**src/rtl/video_fetch_arbiter.sv**
```systemverilog
// DRAM slot arbiter between the video fetch port and the CPU port.
// Each 4-clock slot is decided at ph==3; video wins the slots picked by video_bw.
module video_fetch_arbiter #(
   parameter int unsigned ADDR_W = 21,
   parameter int unsigned DATA_W = 16
) (
   input  logic              clk,
   input  logic              rst_n,
   input  logic              go,
   input  logic [ADDR_W-1:0] video_addr,
   input  logic [1:0]        video_bw,
   output logic              video_next,
   output logic              video_strobe,
   output logic [DATA_W-1:0] video_data,
   input  logic              cpu_req,
   input  logic [ADDR_W-1:0] cpu_addr,
   input  logic              cpu_rnw,
   input  logic [DATA_W-1:0] cpu_wdata,
   output logic              cpu_next,
   output logic              cpu_strobe,
   output logic [DATA_W-1:0] cpu_rdata,
   output logic              dram_req,
   output logic [ADDR_W-1:0] dram_addr,
   output logic              dram_rnw,
   output logic [DATA_W-1:0] dram_wdata,
   input  logic [DATA_W-1:0] dram_rdata
);

   typedef enum logic [1:0] {IDLE, VIDEO, CPU} owner_t;

   owner_t     owner, owner_nxt;
   logic [1:0] ph;
   logic [2:0] sc;
   logic       decide;
   logic       vsel;
   logic       capture;

   assign decide  = (ph == 2'd3);
   assign capture = (ph == 2'd2);

   always_comb begin
      case (video_bw)
         2'b11:   vsel = 1'b1;
         2'b10:   vsel = ~sc[0];
         2'b01:   vsel = (sc[1:0] == 2'b00);
         default: vsel = (sc == 3'd0);
      endcase
   end

   always_ff @(posedge clk or negedge rst_n) begin
      if (!rst_n) owner <= IDLE;
      else        owner <= owner_nxt;
   end

   always_comb begin
      owner_nxt = owner;
      if (decide) begin
         if (go && vsel)   owner_nxt = VIDEO;
         else if (cpu_req) owner_nxt = CPU;
         else              owner_nxt = IDLE;
      end
   end

   always_comb begin
      video_next = 1'b0;
      cpu_next   = 1'b0;
      if (decide) begin
         video_next = go & vsel;
         cpu_next   = cpu_req & ~(go & vsel);
      end
   end

   always_ff @(posedge clk or negedge rst_n) begin
      if (!rst_n) begin
         ph           <= '0;
         sc           <= '0;
         dram_req     <= 1'b0;
         dram_addr    <= '0;
         dram_rnw     <= 1'b1;
         dram_wdata   <= '0;
         video_strobe <= 1'b0;
         cpu_strobe   <= 1'b0;
         video_data   <= '0;
         cpu_rdata    <= '0;
      end else begin
         ph <= ph + 2'd1;
         // sc clears on any clock with go low, not only at decisions
         if (!go)         sc <= '0;
         else if (decide) sc <= sc + 3'd1;

         if (decide) begin
            dram_req   <= (owner_nxt != IDLE);
            dram_wdata <= cpu_wdata;
            if (owner_nxt == VIDEO) begin
               dram_addr <= video_addr;
               dram_rnw  <= 1'b1;
            end else if (owner_nxt == CPU) begin
               dram_addr <= cpu_addr;
               dram_rnw  <= cpu_rnw;
            end
         end

         video_strobe <= capture && (owner == VIDEO);
         cpu_strobe   <= capture && (owner == CPU);
         if (capture && owner == VIDEO)             video_data <= dram_rdata;
         if (capture && owner == CPU && dram_rnw)   cpu_rdata  <= dram_rdata;
      end
   end

endmodule

```
**config.mk**
```make
export PLATFORM = sky130hd
export DESIGN_NAME = video_fetch_arbiter
export DESIGN_NICKNAME = d
export VERILOG_FILES = /design/src/rtl/video_fetch_arbiter.sv
export SDC_FILE = /design/constraint.sdc
export NUM_CORES = 1
export LEC_CHECK = 0
export CORE_AREA = 5 5 101 93
export CTS_BUF_LIST = sky130_fd_sc_hd__clkbuf_4
export DETAILED_ROUTE_END_ITERATION = 12
export DIE_AREA = 0 0 106 98
export MAX_ROUTING_LAYER = met4
export PLACE_DENSITY = 0.8
export SLEW_MARGIN = 40
export SYNTH_ARGS = -nofsm -noshare
export SYNTH_HDL_FRONTEND = slang
export SYNTH_SLANG_ARGS = --single-unit
export TNS_END_PERCENT = 5
```
**constraint.sdc**
```tcl
create_clock -name clk -period 2.6 [get_ports clk]
set_input_delay 0.52 -clock clk [delete_from_list [all_inputs] [get_ports clk]]
set_output_delay 0.52 -clock clk [all_outputs]
set_load 0.01 [all_outputs]
```
# After elaboration in Yosys (flattened, before gate mapping)
# Index checks and enable logic that the tools add are counted.
# totals
wordCells	48
out_inout_bits	75
input_bits	81
register_bits	80
# op_classes
bitwise_logic	4
eq_ne	10
mux	12
n_reduce_logical	9
add_sub_neg	2
# op_table
cell	n
$mux 21	2
$eq 2x2->1 const B	6
$eq 2x1->1 const B	3
$mux 2	3
$mux 3	2
$logic_and 1x1->1	4
$mux 1	4
$reduce_bool 2->1	2
$add 3x1->3 const B	1
$logic_not 3->1	1
$pmux 1 s3	1
$add 2x1->2 const B	1
$and 1x1->1	2
$logic_not 2->1	1
$ne 2x1->1 const B	1
$not 1->1	2
$reduce_and 2->1	1

# Logic depth before layout (Yosys ltp)
# logic_depth
ltp_word	8
ltp_mapped	11
mapped_depth_nobuf	8

# Worst setup path before layout
# Ideal clock, no wire load.
# synth_path
path_type	reg2reg
startpoint	reg ph[0]
endpoint	reg dram_addr[0]
stages_incl_launch_ff	12
setup_time_ps	126
t_arrival_ps	1981
synth_period_minus_slack_ps	2107
setup_slack_ps	493
required_time_ps	2474
path_buffers	4
cell_sequence	dfrtp_1 -> ha_1 -> buf_2 -> buf_2 -> mux2i_1 -> a21o_1 -> ha_1 -> and2_1 -> buf_2 -> buf_2 -> nor2_1 -> a21oi_1
# synth_between
elab_chain_cells	5
word_cells_on_any_way	7
cone_classes	3 x eq/ne; 2 x mux; 2 x reduce/logical
# synth_lines
item	line_no	text
from (decl)	32	logic [1:0] ph;
from (signal assigned)	86	ph <= ph + 2'd1;
$eq 2x2->1 *	38	assign decide = (ph == 2'd3);
$mux 2	57	if (decide) begin
$eq 2x1->1 or $eq 2x2->1 (tied branches)	94, 97	
$reduce_bool 2->1 (no source line)	--	
$reduce_and 2->1 (no source line)	--	
to (signal assigned)	95	dram_addr <= video_addr;
to (signal assigned)	98	dram_addr <= cpu_addr;
to (decl)	23	output logic [ADDR_W-1:0] dram_addr,
# Mark *: on every way between the ends. The rest lies on a longest branch, timed or not.
# A chain may end at the register's enable or synchronous reset.

# Worst setup path in the final report
# layout_path
startpoint	in video_bw[1]
endpoint	out video_next
# layout_between
elab_chain_cells	4
word_cells_on_any_way	6
cone_classes	3 x eq/ne; 2 x mux; 1 x bitwise
# layout_lines
item	line_no	text
from (decl)	11	input logic [1:0] video_bw,
$eq 2x1->1 or $eq 2x2->1 (tied branches)	42	case (video_bw)
$pmux 1 s3 *	42	
$and 1x1->1 *	68	video_next = go & vsel;
$mux 1 *	67	if (decide) begin
to (decl)	12	output logic video_next,
# Marks and branches as above.

==> implementation parameters <==
Parameter                              Value

Status
  Outcome ... completed

Layout
  Net total in the final layout ... 494
  Synth-to-Final Area Change ... 56.6%
  Antenna cell count ... 0
  Fraction of final layout cells sized beyond drive strength 1 ... between 15 and 20%
  Layout filler cell count ... 666
  Leading cell type in the layout, fill and taps excluded ... sky130_fd_sc_hd__clkdlybuf4s50_1
  Most frequent cells in the layout ... 152 x sky130_fd_sc_hd__clkdlybuf4s50_1, 79 x sky130_fd_sc_hd__dfrtp_1, 38 x sky130_fd_sc_hd__mux2_2
  Final Cell Area ... 5240 sq um

Global route
  Pin count of the biggest net entering global routing ... between 50 and 60
  Total routing resource utilization after global routing ... 16.1%
  Vias in the first global route ... 2693
  Initial antenna violation count ... 0
  First-pass GRT wire length ... 12900 microns
  Remaining global-route overflow ... 0

Routing
  Aggregate routed wire length ... 7940 microns
  DRT Pass-1 Iters ... 4
  First-iteration detailed-routing DRC count ... 60
  Final antenna-violating net count ... 0
  Detailed-route wire length per cell ... 15.4 microns
  Total DRC errors in the routed layout ... 0
  Vias post-DR ... 2489
  DR vias/cell ... 4.84

Synth
  Yosys warning total ... 0
  Post-synthesis cell area ... 3350 sq um
  Seq/Total Area, Yosys ... 59.9%
  Portion of synthesized cell area occupied by the leading cell type ... 59.1%
  Mean Syn Cell Area ... 13.7 sq um
  Distinct cells, synth ... 28
  Biggest area consumer among synthesized cells ... sky130_fd_sc_hd__dfrtp_1
  Instance count of the mapped netlist ... ~240
  Net count of the mapped netlist ... 331
  Flip-flop and latch count after synthesis ... 80
  Biggest area contributors in the synthesized netlist ... sky130_fd_sc_hd__dfrtp_1 59%, sky130_fd_sc_hd__mux2_2 13%, sky130_fd_sc_hd__mux2i_1 6.9%

Placement
  HPWL Detailed ... 6100 microns
  Final RePlAce weighted congestion ... between 0.7 and 0.8
  Worst setup slack after placement ... between 0.05 and 0.06 ns
  Instance area after placement ... 5030 sq um
  Number of buffers added on ports ... between 150 and 200

Timing
  Post-route clock period utilization ... 85.2%
  Hold Slack ... 0.117 ns
  RSZ-0062 raised after global routing ... no
  Slew HR ... 57.3%
  Final worst clock skew ... a little under 0.01 ns
  Hold violation count in the final report ... 0
  Final setup violating endpoints ... 0
  Transition time at the pin with the least slew margin ... between 0.6 and 0.7 ns
  Final sum of negative setup slack ... 0 ns
  Post-route worst setup slack ... 0.384 ns
  Final Slew Violations ... 0
  Highest clock rate ... ~450 MHz
  Time the worst path needs with I/O delays and setup ... 2.22 ns

Floorplan
  Effective utilization at floorplan ... 40.2%
  Die area ... 10400 sq um
  DIE WIDTH ... 106 microns
  Std-Cell Core Area ... approximately 8300 sq um
  I/O pin cnt ... 156
  Die height ... a little under 100 microns
  Number of cell rows ... 32

Pwr
  Leak ... 0.00230 uW
  Power density over cell area ... 628 nW/um^2
  Worst voltage drop across the vdd grid ... 0.311 mV
  Overall power consumption ... 3290 uW

Clocking
  Worst skew pair latency ... slightly above 0.4 ns
  TritonCTS clock tree ... built
  Number of clock sinks ... 80
  Clock-pin slew reported for the worst setup and hold paths after clock tree synthesis ... 0.13 ns
  Maximum level of the CTS H-tree ... 3
  TritonCTS Buffers ... 9
  CTS Buffer Depth ... 2
  Hold bufs inserted after CTS ... 0
  Library cell used as clock root buffer ... sky130_fd_sc_hd__clkbuf_4

Worst setup path
  Setup crit end kind ... output port
  Arrival time of the worst setup path ... 1.70 ns
  Required time reported for the critical path endpoint ... about 2.1 ns
  Element type at the critical path start ... input pin
  Crit path kind ... in -> out
  Maximum fanout along the worst path ... 5

Flow run
  Number of maximum-capacitance violations ... 0

Hold path
  Worst min-delay path category ... in -> async
metrics by stage:
step	instances	util, %
2_1_floorplan	244	-
3_3_place_gp	497	60.5
3_5_place_dp	497	60.5
4_1_cts	514	62.9
5_1_grt	514	63.0
6_report	514	63.0
cells by family (layout without fill, tap and decap cells):
| logic type | after synthesis | in the layout | share of synthesized area (%) |
|---|---|---|---|
| AND/OR/NAND/NOR | 37 | 37 | 5.42 |
| XOR/XNOR | 2 | 2 | 0.523 |
| AO/OA/AOI/OAI | 29 | 29 | 4.71 |
| flip-flops | 80 | 80 | 59.9 |
| adder cells (fa/ha/maj) | 6 | 6 | 2.24 |
| buffers and inverters | 19 | 187 | 3.10 |
| multiplexers | 71 | 71 | 24.1 |
registers in the layout (all words and copies together), names as in the netlist:
| name | flops |
|---|---|
| dram_addr | 21 |
| ph | 2 |
| owner | 2 |
| video_data | 16 |
| dram_rnw | 1 |
| cpu_rdata | 16 |
| dram_req | 1 |
| cpu_strobe | 1 |
| sc | 3 |
| video_strobe | 1 |
| dram_wdata | 16 |
Yosys cell counts (all sizes together):
cell type  number
a21o            2
a21oi          23
a22o            1
a22oi           1
a31oi           1
and2            4
and3            1
and3b           1
buf            13
dfrtp          79
dfstp           1
ha              6
inv             6
mux2           48
mux2i          23
nand2           4
nand2b          1
nand3b          2
nor2           23
nor2b           1
o21ai           1
xnor2           1
xor2            1
area by class of cell:
type / instances / area (sq um) / area share, %
Sequential cell: 80 / 2000 / 38.2
Clock inverter: 7 / 120 / 2.29
Inverter: 6 / 22.5 / 0.430
Clock buffer: 9 / 67.6 / 1.29
Timing Repair Buffer: 165 / 1660 / 31.6
Tap cell: 102 / 128 / 2.43
Multi-Input combinational cell: 145 / 1240 / 23.7
critical path, stage by stage:
cell and delay (ns):
sky130_fd_sc_hd__clkdlybuf4s50_1 0.49, sky130_fd_sc_hd__nand3b_1 0.11, sky130_fd_sc_hd__and3_2 0.26, sky130_fd_sc_hd__and2_1 0.15, sky130_fd_sc_hd__dlymetal6s2s_1 0.16
where the power goes:
group / switching, uW / internal [uW]
combinational: 302 / 559
clock: 427 / 489
sequential: 93.6 / 1420
repair_timing:
| action | in CTS | in global routing |
|---|---|---|
| gates resized for setup | 2 | 3 |
| setup buffers | 1 | 0 |
| cloned | 0 | 0 |
| pin swaps | 0 | 0 |
| setup endpoints to repair | 1 | 2 |
layer usage:
metal	routed length [microns]	GRT usage, %
met1	3290	18.0
met2	3990	27.9
met3	579	5.02
met4	78	4.28
met5	0	-
worst paths after layout:
| kind | end | slack [ns] | start | cells after the start |
|---|---|---|---|---|
| setup / recovery | video_next | 0.38 | video_bw[1] | 5 |
| hold / removal | video_data[9]$_DFFE_PN0P_ | 0.12 | rst_n | 1 |
| setup reg to reg | dram_addr[6]$_DFFE_PN0P_ | 0.54 | sc[1]$_DFFE_PN0P_ | 10 |
| hold reg to reg | ph[0]$_DFF_PN0_ | 0.47 | ph[0]$_DFF_PN0_ | 1 |
| max in group asynchronous | dram_wdata[15]$_DFFE_PN0P_ | 1.84 | rst_n | 2 |
| min in group clk | ph[0]$_DFF_PN0_ | 0.47 | ph[0]$_DFF_PN0_ | 1 |
Power figures use the tool's default switching activity.
